===== config.mk =====
export PLATFORM = sky130hd
export DESIGN_NAME = mem_access_stage_flat
export DESIGN_NICKNAME = d
export VERILOG_FILES = /design/src/rtl/mem_pkg.sv /design/src/rtl/mem_access_stage_if.sv /design/src/rtl/mem_access_stage_load_extend.sv /design/src/rtl/mem_access_stage.sv /design/src/flat_wrapper.sv
export SDC_FILE = /design/constraint.sdc
export NUM_CORES = 1
export LEC_CHECK = 0
export BUFFER_PORTS_ARGS = -buffer_cell sky130_fd_sc_hd__buf_2
export CAP_MARGIN = 20
export CORE_ASPECT_RATIO = 1.75
export CORE_MARGIN = 3
export CORE_UTILIZATION = 45
export CTS_CLUSTER_DIAMETER = 120
export DETAILED_ROUTE_END_ITERATION = 10
export GPL_TIMING_DRIVEN = 1
export MAX_ROUTING_LAYER = met4
export PLACE_DENSITY_LB_ADDON = 0.05
export SLEW_MARGIN = 20
export SYNTH_ARGS = -nofsm -noshare
export SYNTH_HDL_FRONTEND = slang
export SYNTH_HIERARCHICAL = 1
export SYNTH_SLANG_ARGS = --single-unit

===== constraint.sdc =====
create_clock -name clk -period 2 [get_ports clk]
set_input_delay 0.2 -clock clk [delete_from_list [all_inputs] [get_ports clk]]
set_output_delay 0.2 -clock clk [all_outputs]
set_load 0.005 [all_outputs]

===== src/rtl/mem_pkg.sv =====
// Shared codes and types for the MEM stage: funct3 access modes, writeback
// source selects, the request FSM state, and the alignment rule.
package mem_pkg;

    localparam logic [2:0] ADDR_B  = 3'b000;
    localparam logic [2:0] ADDR_H  = 3'b001;
    localparam logic [2:0] ADDR_W  = 3'b010;
    localparam logic [2:0] ADDR_BU = 3'b100;
    localparam logic [2:0] ADDR_HU = 3'b101;

    localparam logic [1:0] RES_ALU = 2'b00;
    localparam logic [1:0] RES_MEM = 2'b01;
    localparam logic [1:0] RES_PC4 = 2'b10;

    typedef enum logic {
        IDLE = 1'b0,
        WAIT = 1'b1
    } mem_state_t;

    // Unlisted funct3 codes are treated as naturally aligned.
    function automatic logic addr_aligned(input logic [2:0] mode, input logic [1:0] a_lo);
        logic ok;
        case (mode)
            ADDR_W:         ok = (a_lo == 2'b00);
            ADDR_H, ADDR_HU: ok = ~a_lo[0];
            default:        ok = 1'b1;
        endcase
        return ok;
    endfunction

endpackage


===== src/rtl/mem_access_stage_if.sv =====
// Data-memory req/ack port; the MEM stage is the master, memory the slave.
interface mem_access_stage_if #(
    parameter int WIDTH = 32
);
    logic             DMemReq;
    logic             DMemWe;
    logic [WIDTH-1:0] DMemAddr;
    logic [3:0]       DMemBe;
    logic [WIDTH-1:0] DMemWData;
    logic             DMemAck;
    logic [WIDTH-1:0] DMemRData;

    modport master (
        output DMemReq, DMemWe, DMemAddr, DMemBe, DMemWData,
        input  DMemAck, DMemRData
    );

    modport slave (
        input  DMemReq, DMemWe, DMemAddr, DMemBe, DMemWData,
        output DMemAck, DMemRData
    );
endinterface


===== src/rtl/mem_access_stage_load_extend.sv =====
// Load alignment: selects the addressed byte/half from the read word and
// sign- or zero-extends it according to funct3.
module load_extend
    import mem_pkg::*;
(
    input  logic [31:0] rdata_i,
    input  logic [1:0]  addr_lo_i,
    input  logic [2:0]  mode_i,
    output logic [31:0] data_o
);

    logic [31:0] shifted_s;

    assign shifted_s = rdata_i >> {addr_lo_i, 3'b000};

    // Extend the shifted lane to a full word.
    always_comb begin
        data_o = shifted_s;
        case (mode_i)
            ADDR_B:  data_o = {{24{shifted_s[7]}}, shifted_s[7:0]};
            ADDR_H:  data_o = {{16{shifted_s[15]}}, shifted_s[15:0]};
            ADDR_BU: data_o = {24'h000000, shifted_s[7:0]};
            ADDR_HU: data_o = {16'h0000, shifted_s[15:0]};
            default: data_o = shifted_s;
        endcase
    end

endmodule


===== src/rtl/mem_access_stage.sv =====
// MEM pipeline stage and MEM/WB register: issues one registered request per
// aligned load/store, stalls until acknowledged, and forms the WB bundle.
module mem_access_stage
    import mem_pkg::*;
#(
    parameter int WIDTH = 32
) (
    input  logic             clk,
    input  logic             rst_n,
    input  logic [WIDTH-1:0] ALUResult_M,
    input  logic [WIDTH-1:0] WriteData_M,
    input  logic [4:0]       Rd_M,
    input  logic [WIDTH-1:0] PCP4_M,
    input  logic             RegWrite_M,
    input  logic             MemRead_M,
    input  logic             MemWrite_M,
    input  logic [1:0]       ResultSrc_M,
    input  logic [2:0]       AddrMode_M,
    output logic             Stall_M,
    mem_access_stage_if.master dmem,
    output logic [WIDTH-1:0] ALUResult_W,
    output logic [WIDTH-1:0] ReadData_W,
    output logic [WIDTH-1:0] PCP4_W,
    output logic [4:0]       Rd_W,
    output logic             RegWrite_W,
    output logic [1:0]       ResultSrc_W,
    output logic             MisAlign_W
);

    mem_state_t       state_q, state_d;
    logic             req_q, req_d, we_q, we_d;
    logic [WIDTH-1:0] addr_q, addr_d, wdata_q, wdata_d;
    logic [3:0]       be_q, be_d;
    logic [WIDTH-1:0] alu_w_q, alu_w_d, rdata_w_q, rdata_w_d, pcp4_w_q, pcp4_w_d;
    logic [4:0]       rd_w_q, rd_w_d;
    logic             rw_w_q, rw_w_d, mis_w_q, mis_w_d;
    logic [1:0]       rs_w_q, rs_w_d;

    logic [1:0]       a_lo_s;
    logic             mem_op_s, acc_s, misalign_s, stall_s, done_s;
    logic [3:0]       be_s;
    logic [WIDTH-1:0] wdata_s, ext_s;

    assign a_lo_s     = ALUResult_M[1:0];
    assign mem_op_s   = MemRead_M | MemWrite_M;
    assign acc_s      = mem_op_s & addr_aligned(AddrMode_M, a_lo_s);
    assign misalign_s = mem_op_s & ~addr_aligned(AddrMode_M, a_lo_s);

    load_extend u_load_extend (
        .rdata_i  (dmem.DMemRData),
        .addr_lo_i(a_lo_s),
        .mode_i   (AddrMode_M),
        .data_o   (ext_s)
    );

    // Byte enables and lane-replicated store data from funct3 size bits.
    always_comb begin
        be_s    = 4'b1111;
        wdata_s = WriteData_M;
        case (AddrMode_M[1:0])
            2'b00: begin
                be_s    = 4'b0001 << a_lo_s;
                wdata_s = {4{WriteData_M[7:0]}};
            end
            2'b01: begin
                be_s    = 4'b0011 << {a_lo_s[1], 1'b0};
                wdata_s = {2{WriteData_M[15:0]}};
            end
            default: begin
                be_s    = 4'b1111;
                wdata_s = WriteData_M;
            end
        endcase
    end

    // Request FSM: latch the port on issue, hold it until the ack cycle.
    always_comb begin
        state_d = state_q;
        req_d   = req_q;
        we_d    = we_q;
        addr_d  = addr_q;
        be_d    = be_q;
        wdata_d = wdata_q;
        stall_s = 1'b0;
        done_s  = 1'b0;
        case (state_q)
            IDLE: begin
                if (acc_s) begin
                    state_d = WAIT;
                    req_d   = 1'b1;
                    we_d    = MemWrite_M;
                    addr_d  = {ALUResult_M[WIDTH-1:2], 2'b00};
                    be_d    = be_s;
                    wdata_d = wdata_s;
                    stall_s = 1'b1;
                end else begin
                    state_d = IDLE;
                    stall_s = 1'b0;
                end
            end
            WAIT: begin
                if (dmem.DMemAck) begin
                    state_d = IDLE;
                    req_d   = 1'b0;
                    done_s  = 1'b1;
                end else begin
                    stall_s = 1'b1;
                end
            end
            default: begin
                state_d = IDLE;
                req_d   = 1'b0;
            end
        endcase
    end

    // WB bundle: a bubble while stalled, otherwise the retiring instruction.
    always_comb begin
        alu_w_d   = '0;
        rdata_w_d = '0;
        pcp4_w_d  = '0;
        rd_w_d    = 5'd0;
        rw_w_d    = 1'b0;
        rs_w_d    = 2'b00;
        mis_w_d   = 1'b0;
        if (stall_s) begin
            rw_w_d  = 1'b0;
            mis_w_d = 1'b0;
        end else begin
            alu_w_d   = ALUResult_M;
            pcp4_w_d  = PCP4_M;
            rd_w_d    = Rd_M;
            rs_w_d    = ResultSrc_M;
            rw_w_d    = RegWrite_M & ~misalign_s;
            mis_w_d   = misalign_s;
            rdata_w_d = (done_s & MemRead_M & ~MemWrite_M) ? ext_s : '0;
        end
    end

    // State, memory port and MEM/WB registers.
    always_ff @(posedge clk) begin
        if (!rst_n) begin
            state_q   <= IDLE;
            req_q     <= 1'b0;
            we_q      <= 1'b0;
            addr_q    <= '0;
            be_q      <= 4'b0000;
            wdata_q   <= '0;
            alu_w_q   <= '0;
            rdata_w_q <= '0;
            pcp4_w_q  <= '0;
            rd_w_q    <= 5'd0;
            rw_w_q    <= 1'b0;
            rs_w_q    <= 2'b00;
            mis_w_q   <= 1'b0;
        end else begin
            state_q   <= state_d;
            req_q     <= req_d;
            we_q      <= we_d;
            addr_q    <= addr_d;
            be_q      <= be_d;
            wdata_q   <= wdata_d;
            alu_w_q   <= alu_w_d;
            rdata_w_q <= rdata_w_d;
            pcp4_w_q  <= pcp4_w_d;
            rd_w_q    <= rd_w_d;
            rw_w_q    <= rw_w_d;
            rs_w_q    <= rs_w_d;
            mis_w_q   <= mis_w_d;
        end
    end

    assign Stall_M        = stall_s;
    assign dmem.DMemReq   = req_q;
    assign dmem.DMemWe    = we_q;
    assign dmem.DMemAddr  = addr_q;
    assign dmem.DMemBe    = be_q;
    assign dmem.DMemWData = wdata_q;
    assign ALUResult_W    = alu_w_q;
    assign ReadData_W     = rdata_w_q;
    assign PCP4_W         = pcp4_w_q;
    assign Rd_W           = rd_w_q;
    assign RegWrite_W     = rw_w_q;
    assign ResultSrc_W    = rs_w_q;
    assign MisAlign_W     = mis_w_q;

endmodule


===== src/flat_wrapper.sv =====
// flat-port wrapper written by rule: the top's interface ports become plain ports
module mem_access_stage_flat import mem_pkg::*;
#(
    parameter int WIDTH = 32
)
  (clk, rst_n, ALUResult_M, WriteData_M, Rd_M, PCP4_M, RegWrite_M, MemRead_M, MemWrite_M, ResultSrc_M, AddrMode_M, Stall_M, ALUResult_W, ReadData_W, PCP4_W, Rd_W, RegWrite_W, ResultSrc_W, MisAlign_W, dmem_DMemReq, dmem_DMemWe, dmem_DMemAddr, dmem_DMemBe, dmem_DMemWData, dmem_DMemAck, dmem_DMemRData);
  mem_access_stage_if #(.WIDTH(WIDTH)) dmem_i ();
  input  logic clk;
  input  logic rst_n;
  input  logic [WIDTH-1:0] ALUResult_M;
  input  logic [WIDTH-1:0] WriteData_M;
  input  logic [4:0] Rd_M;
  input  logic [WIDTH-1:0] PCP4_M;
  input  logic RegWrite_M;
  input  logic MemRead_M;
  input  logic MemWrite_M;
  input  logic [1:0] ResultSrc_M;
  input  logic [2:0] AddrMode_M;
  output logic Stall_M;
  output logic [WIDTH-1:0] ALUResult_W;
  output logic [WIDTH-1:0] ReadData_W;
  output logic [WIDTH-1:0] PCP4_W;
  output logic [4:0] Rd_W;
  output logic RegWrite_W;
  output logic [1:0] ResultSrc_W;
  output logic MisAlign_W;
  output wire logic [$bits(dmem_i.DMemReq)-1:0] dmem_DMemReq;
  output wire logic [$bits(dmem_i.DMemWe)-1:0] dmem_DMemWe;
  output wire logic [$bits(dmem_i.DMemAddr)-1:0] dmem_DMemAddr;
  output wire logic [$bits(dmem_i.DMemBe)-1:0] dmem_DMemBe;
  output wire logic [$bits(dmem_i.DMemWData)-1:0] dmem_DMemWData;
  input wire logic [$bits(dmem_i.DMemAck)-1:0] dmem_DMemAck;
  input wire logic [$bits(dmem_i.DMemRData)-1:0] dmem_DMemRData;
  assign dmem_DMemReq = dmem_i.DMemReq;
  assign dmem_DMemWe = dmem_i.DMemWe;
  assign dmem_DMemAddr = dmem_i.DMemAddr;
  assign dmem_DMemBe = dmem_i.DMemBe;
  assign dmem_DMemWData = dmem_i.DMemWData;
  assign dmem_i.DMemAck = dmem_DMemAck;
  assign dmem_i.DMemRData = dmem_DMemRData;
  mem_access_stage #(.WIDTH(WIDTH)) u_core (.clk(clk), .rst_n(rst_n), .ALUResult_M(ALUResult_M), .WriteData_M(WriteData_M), .Rd_M(Rd_M), .PCP4_M(PCP4_M), .RegWrite_M(RegWrite_M), .MemRead_M(MemRead_M), .MemWrite_M(MemWrite_M), .ResultSrc_M(ResultSrc_M), .AddrMode_M(AddrMode_M), .Stall_M(Stall_M), .dmem(dmem_i), .ALUResult_W(ALUResult_W), .ReadData_W(ReadData_W), .PCP4_W(PCP4_W), .Rd_W(Rd_W), .RegWrite_W(RegWrite_W), .ResultSrc_W(ResultSrc_W), .MisAlign_W(MisAlign_W));
endmodule

# After elaboration in Yosys (flattened, before gate mapping)
# Cells that the tools add are included.
[totals]
elab_cells = 56
register_bits = 174
[op_classes]
n_reduce_logical = 8
n_shift = 3
n_mux = 12
eq_ne = 7
bitwise = 13
[ops]
columns = ["operator", "count"]
rows = [
  ["$pmux 32 s4", 1],
  ["$pmux 32 s2", 1],
  ["$shr 32x5->32", 1],
  ["$pmux 4 s2", 1],
  ["$not 1->1", 7],
  ["$eq 3x3->1 const B", 2],
  ["$mux 1", 6],
  ["$pmux 1 s2", 3],
  ["$and 1x1->1", 5],
  ["$logic_not 2->1", 2],
  ["$reduce_and 2->1", 2],
  ["$reduce_or 2->1", 2],
  ["$shl 1x2->4 const A", 1],
  ["$shl 2x2->4 const A", 1],
  ["$eq 3x1->1 const B", 1],
  ["$eq 3x2->1 const B", 1],
  ["$logic_not 3->1", 1],
  ["$reduce_or 3->1", 1],
  ["$eq 2x1->1 const B", 1],
  ["$ne 2x1->1 const B", 1],
  ["$ne 2x2->1 const B", 1],
  ["$or 1x1->1", 1],
]

# Longest topological paths before layout
[depth]
word_depth = 7
depth_mapped = 8
depth_no_buf = 5

# Cells and area by module
# The synthesis kept the hierarchy.
[modules_own_cells]
columns = ["module", "instances", "cells_each", "area_each_um2"]
rows = [
  ["mem_access_stage", 1, 574, 5880.6],
  ["load_extend", 1, 107, 694.4],
]

# Worst setup path after synthesis
# OpenSTA, ideal clock, no wires.
[synth_timing]
path_kind = "input to register"
startpoint = "in AddrMode_M[0]"
endpoint = "reg u_core.addr_q[11], in the netlist u_core/dmem.DMemAddr[11]"
t_arrival_ns = 1.488
cell_stages = 7
setup_slack_ns = 0.393
setup_ns = 0.120
required_time_ns = 1.880
path_cell_list = "clkbuf_1 > o41a_1 > and2_1 > buf_2 > buf_6 > buf_6 > mux2i_1"
[synth_between]
elab_chain_len = 5
word_cells_on_any_way = 7
[synth_rtl]
columns = ["element", "line_no", "text"]
rows = [
  ["start: declaration", "flat_wrapper.sv:18", "input logic [2:0] AddrMode_M;"],
  ["$eq 3x1->1 / $eq 3x3->1 (equally long branches)", "mem_pkg.sv:23", "case (mode)"],
  ["$reduce_or 2->1", "mem_pkg.sv:23", ""],
  ["$pmux 1 s2 (*)", "mem_pkg.sv:23", ""],
  ["$and 1x1->1 (*)", "mem_access_stage.sv:46", "assign acc_s = mem_op_s & addr_aligned(AddrMode_M, a_lo_s);"],
  ["$reduce_and 2->1 (no source line) (*)", "-", ""],
  ["end signal: assignment", "mem_access_stage.sv:160", "addr_q <= addr_d;"],
  ["end: declaration", "mem_access_stage.sv:32", "logic [WIDTH-1:0] addr_q, addr_d, wdata_q, wdata_d;"],
]
# Every way passes the cells marked *; elsewhere a longest branch is shown, timed or not.
# A chain may end at the register's enable or synchronous reset.

# Final worst setup path
[layout_timing]
startpoint = "reg u_core.state_q"
endpoint = "out Stall_M"
[layout_between]
elab_chain_len = 2
[layout_rtl]
columns = ["element", "line_no", "text"]
rows = [
  ["start: declaration", "mem_access_stage.sv:30", "mem_state_t state_q, state_d;"],
  ["start signal: assignment", "mem_access_stage.sv:157", "state_q <= state_d;"],
  ["$not 1->1", "mem_access_stage.sv:86", "case (state_q)"],
  ["$pmux 1 s2 (*)", "mem_access_stage.sv:86", ""],
  ["end: declaration", "flat_wrapper.sv:19", "output logic Stall_M;"],
]
# Marked as above.

==> metrics.md <==
| Metric | Value |
|---|---|
| Hold Crit Class | `input port to flip-flop` |
| Post-synth design cell area | `6580 µm²` |
| Buf/Inv on CP | `2` |
| Net Sw Frac | `27.9%` |
| First-pass GRT wire length | `between 30000 and 40000 µm` |
| Yosys cell types | `35` |
| Max stage delay cell, worst path | `dfxtp_1` |
| Max incr delay on CP | `350 ps` |
| WP data required | `1800 ps` |
| Primary FF master, synth | `dfxtp_1` |
| Psw | `around 0.0023 W` |
| Post-synthesis average cell area | `9.66 µm²` |
| Commonest non-fill, non-tap cells in the layout | `buf_2 (316), dfxtp_1 (174), nand2_1 (107), and2_1 (102), mux2i_1 (74)` |
| Worst Tran Pin Value | `579 ps` |
| Unrepaired setup endpoints after global routing | `no` |
| Initial DRC count | `229` |
| Cell Int Power | `0.00606 W` |
| Overall Global Routing Usage | `26.2%` |
| Worst Setup SP | `u_core/state_q$_SDFF_PN0_` |
| Peak VDD IR | `around 0.58 mV` |
| Final WL | `21100 µm` |
| DRC Markers | `0` |
| Reg-to-reg setup timing slack | `510 ps` |
| Slew Limit Headroom | `61.3%` |
| Pre-antenna DRT Iters | `4` |
| Pleak | `4.94 nW` |
| Nets@finish | `1193` |
| Crit share post-route | `85.2%` |
| I/O pin total | `320` |
| Fin util | `68.0%` |
| Fin. Hold Viols | `0` |
| R2R Path Start | `u_core/state_q$_SDFF_PN0_` |
| Worst setup path endpoint | `Stall_M` |
| Critical path endpoint category | `output pin` |
| Critical-path maximum fanout | `17` |
| Cell count of the worst reg-to-reg path | `4` |
| Synth Instances | `681` |
| WL/cell | `about 17 µm` |
| Post-CTS resize count | `0` |
| Sequential power share | `45.1%` |
| Crit path DAT | `around 1500 ps` |
| Post-route ant nets | `0` |
| Most frequent CP cell | `nand2_1` |
| Startpoint types | `flip-flop` |
| GRT Residual Overflow | `0` |
| Pwr dens | `about 870 nW/µm²` |
| Largest net degree at the start of global routing | `74` |
| Fraction of registers with async set/reset | `0%` |
| Initial antenna violation count | `1` |
| Number of synthesized flops with an enable pin | `0` |
| PortBufs | `317` |
| CP Class | `flip-flop to output pin` |
| Later-pin clock latency in the skew report | `420 ps` |
| Fmax | `587 MHz` |
| Crit path depth | `5` |
| Period minus WS final | `1700 ps` |
| Max clock buf depth | `2` |
| Part of the Yosys area used for sequential elements | `53.0%` |
| Worst Hold Depth | `2` |
| P&R area growth vs syn | `46.1%` |
| Max cap viols | `0` |
| Family with the most delay on the worst path | `simple AND/OR/NAND/NOR gates` |
| Die area | `about 16000 µm²` |
| Site row count | `57` |
| Seq cells post-synth | `approximately 170` |
| Share of layout cells above drive strength 1 | `35.7%` |
| Logic pwr share | `15.5%` |
| TritonCTS clock tree | `yes` |
| Avg Vias per Cell | `4.97` |
| Vias in the first global route | `6399` |
| Final setup viols | `0` |
| Skew final | `~11 ps` |
| Core Footprint | `approximately 14000 µm²` |
| Fin Setup TNS | `0 ps` |
| DP HPWL | `14700 µm` |
| Most common cell after layout, fill and taps aside | `buf_2` |
| Outcome | `completed` |
| Vias post-DR | `just over 6000` |
| Clk sink count | `174` |
| Num CTS Buffers | `17` |
| Final Max Slew Viols | `0` |
| Htree depth | `4` |
| Reg2reg end | `u_core/dmem.DMemAddr[19]$_SDFFE_PN0P_` |
| Root Driver | `clkbuf_16` |
| Die extent in x | `97.4 µm` |
| Clock transition at path regs | `70 ps` |
| Initial Util | `around 47%` |
| Die height | `166 µm` |
| Synthesis warning total | `6` |
| Hold slack | `~26 ps` |
| CP Cell Sequence | `nor2_2 -> buf_4 -> nand2_1 -> nand2_1 -> buf_2` |
| Clock power share | `39.4%` |
| Final GP Congestion | `~0.87` |
-- cells in the mapped netlist, types with 2 or more instances --
cell	count	area, µm²
a21oi_1	15	75.1
o21ai_1	9	45.0
clkbuf_1	37	139
nand4_1	17	106
nor3_1	3	15.0
buf_2	7	35.0
a211oi_1	16	120
nand2b_1	3	18.8
buf_4	5	37.5
nor2b_1	8	50.1
o211a_1	17	170
nand3b_1	2	15.0
nand3_1	16	80.1
o21ai_2	2	17.5
inv_1	3	11.3
buf_6	5	56.3
mux2i_1	74	741
dfxtp_1	174	3480
o21ai_0	23	115
nand2_1	107	402
nor2_1	22	82.6
and2_1	103	644
-- metal layers --
layer	part of all wire (%)	GRT usage, %	wire, µm	vias up
li1	-	-	-	3011
met1	36	26.4	7600	2844
met2	54	46.9	11300	260
met3	6.5	5.76	1370	48
met4	3.9	13.3	826	0
met5	0	-	0	-
-- what timing repair did --
item | in CTS | in global routing
hold endpoints to repair | 68 | 0
hold buffers | 68 | 0
buffers inserted | 0 | 0
-- power groups by stage --
| stage | registers [W] | clock network, W | logic, W |
|---|---|---|---|
| 6_report | 0.00379 | 0.00331 | 0.00130 |
| 4_1_cts | 0.00379 | 0.00338 | 0.00130 |
| 3_5_place_dp | 0.00386 | 0 | 0.00119 |
| 2_1_floorplan | 0.00389 | 0 | 0.000580 |
| 5_1_grt | 0.00381 | 0.00352 | 0.00142 |
| 3_3_place_gp | 0.00386 | 0 | 0.00116 |
-- per-stage QoR --
stage | area (µm²) | power [W] | cells | setup WS, ps
global route | 9610 | 0.00876 | 1240 | 210
floorplan | 6580 | 0.00447 | 682 | 393
detailed placement | 8320 | 0.00505 | 1139 | 215
global placement | 8320 | 0.00502 | 1139 | 280
CTS | 9600 | 0.00847 | 1239 | 272
finish | 9610 | 0.00840 | 1240 | 297
-- how the worst min path moves through the flow --
stage,to,start
after floorplan,u_core/ALUResult_W[0]$_SDFF_PP0_,ALUResult_M[0]
after global placement,u_core/PCP4_W[30]$_SDFF_PP0_,PCP4_M[30]
after detailed placement,u_core/PCP4_W[30]$_SDFF_PP0_,PCP4_M[30]
after CTS,u_core/ALUResult_W[3]$_SDFF_PP0_,ALUResult_M[3]
after global routing,u_core/ALUResult_W[3]$_SDFF_PP0_,ALUResult_M[3]
final,u_core/ALUResult_W[3]$_SDFF_PP0_,ALUResult_M[3]
-- layout make-up --
class                   count  area, µm²
clock inverters            14        164
repair buffers            403       2450
well taps                 177        221
clock buffers              18        439
inverters                   4       15.0
fillers                  1172       4510
multi-input cells         449       2830
diodes                      1       2.50
flip-flops and latches    174       3480
-- flip-flops by register name, indices dropped and copies added (netlist names), 2 cells and up --
signal                 cells
u_core/ReadData_W         32
u_core/Rd_W                5
u_core/ALUResult_W        32
u_core/PCP4_W             32
u_core/dmem.DMemBe         4
u_core/dmem.DMemAddr      30
u_core/dmem.DMemWData     32
u_core/ResultSrc_W         2
-- worst register-to-register path, delay by kind of cell, from the launching register on --
family | cells | cell delay [ps]
simple gates | 2 | 590
flops | 1 | 350
buf+inv | 1 | 250
mux | 1 | 230
-- cells by family (layout without fill, tap and decap cells) --
group,after synthesis,after routing,share of synthesized area [%]
and+or+nand+nor,284,284,21.9
DFF,174,174,53.0
AOI/OAI and AO/OA,89,89,9.42
muxes,74,74,11.3
buffers and inverters,59,439,4.36
other,1,3,0.0570
(Power assumes the default switching activity.)
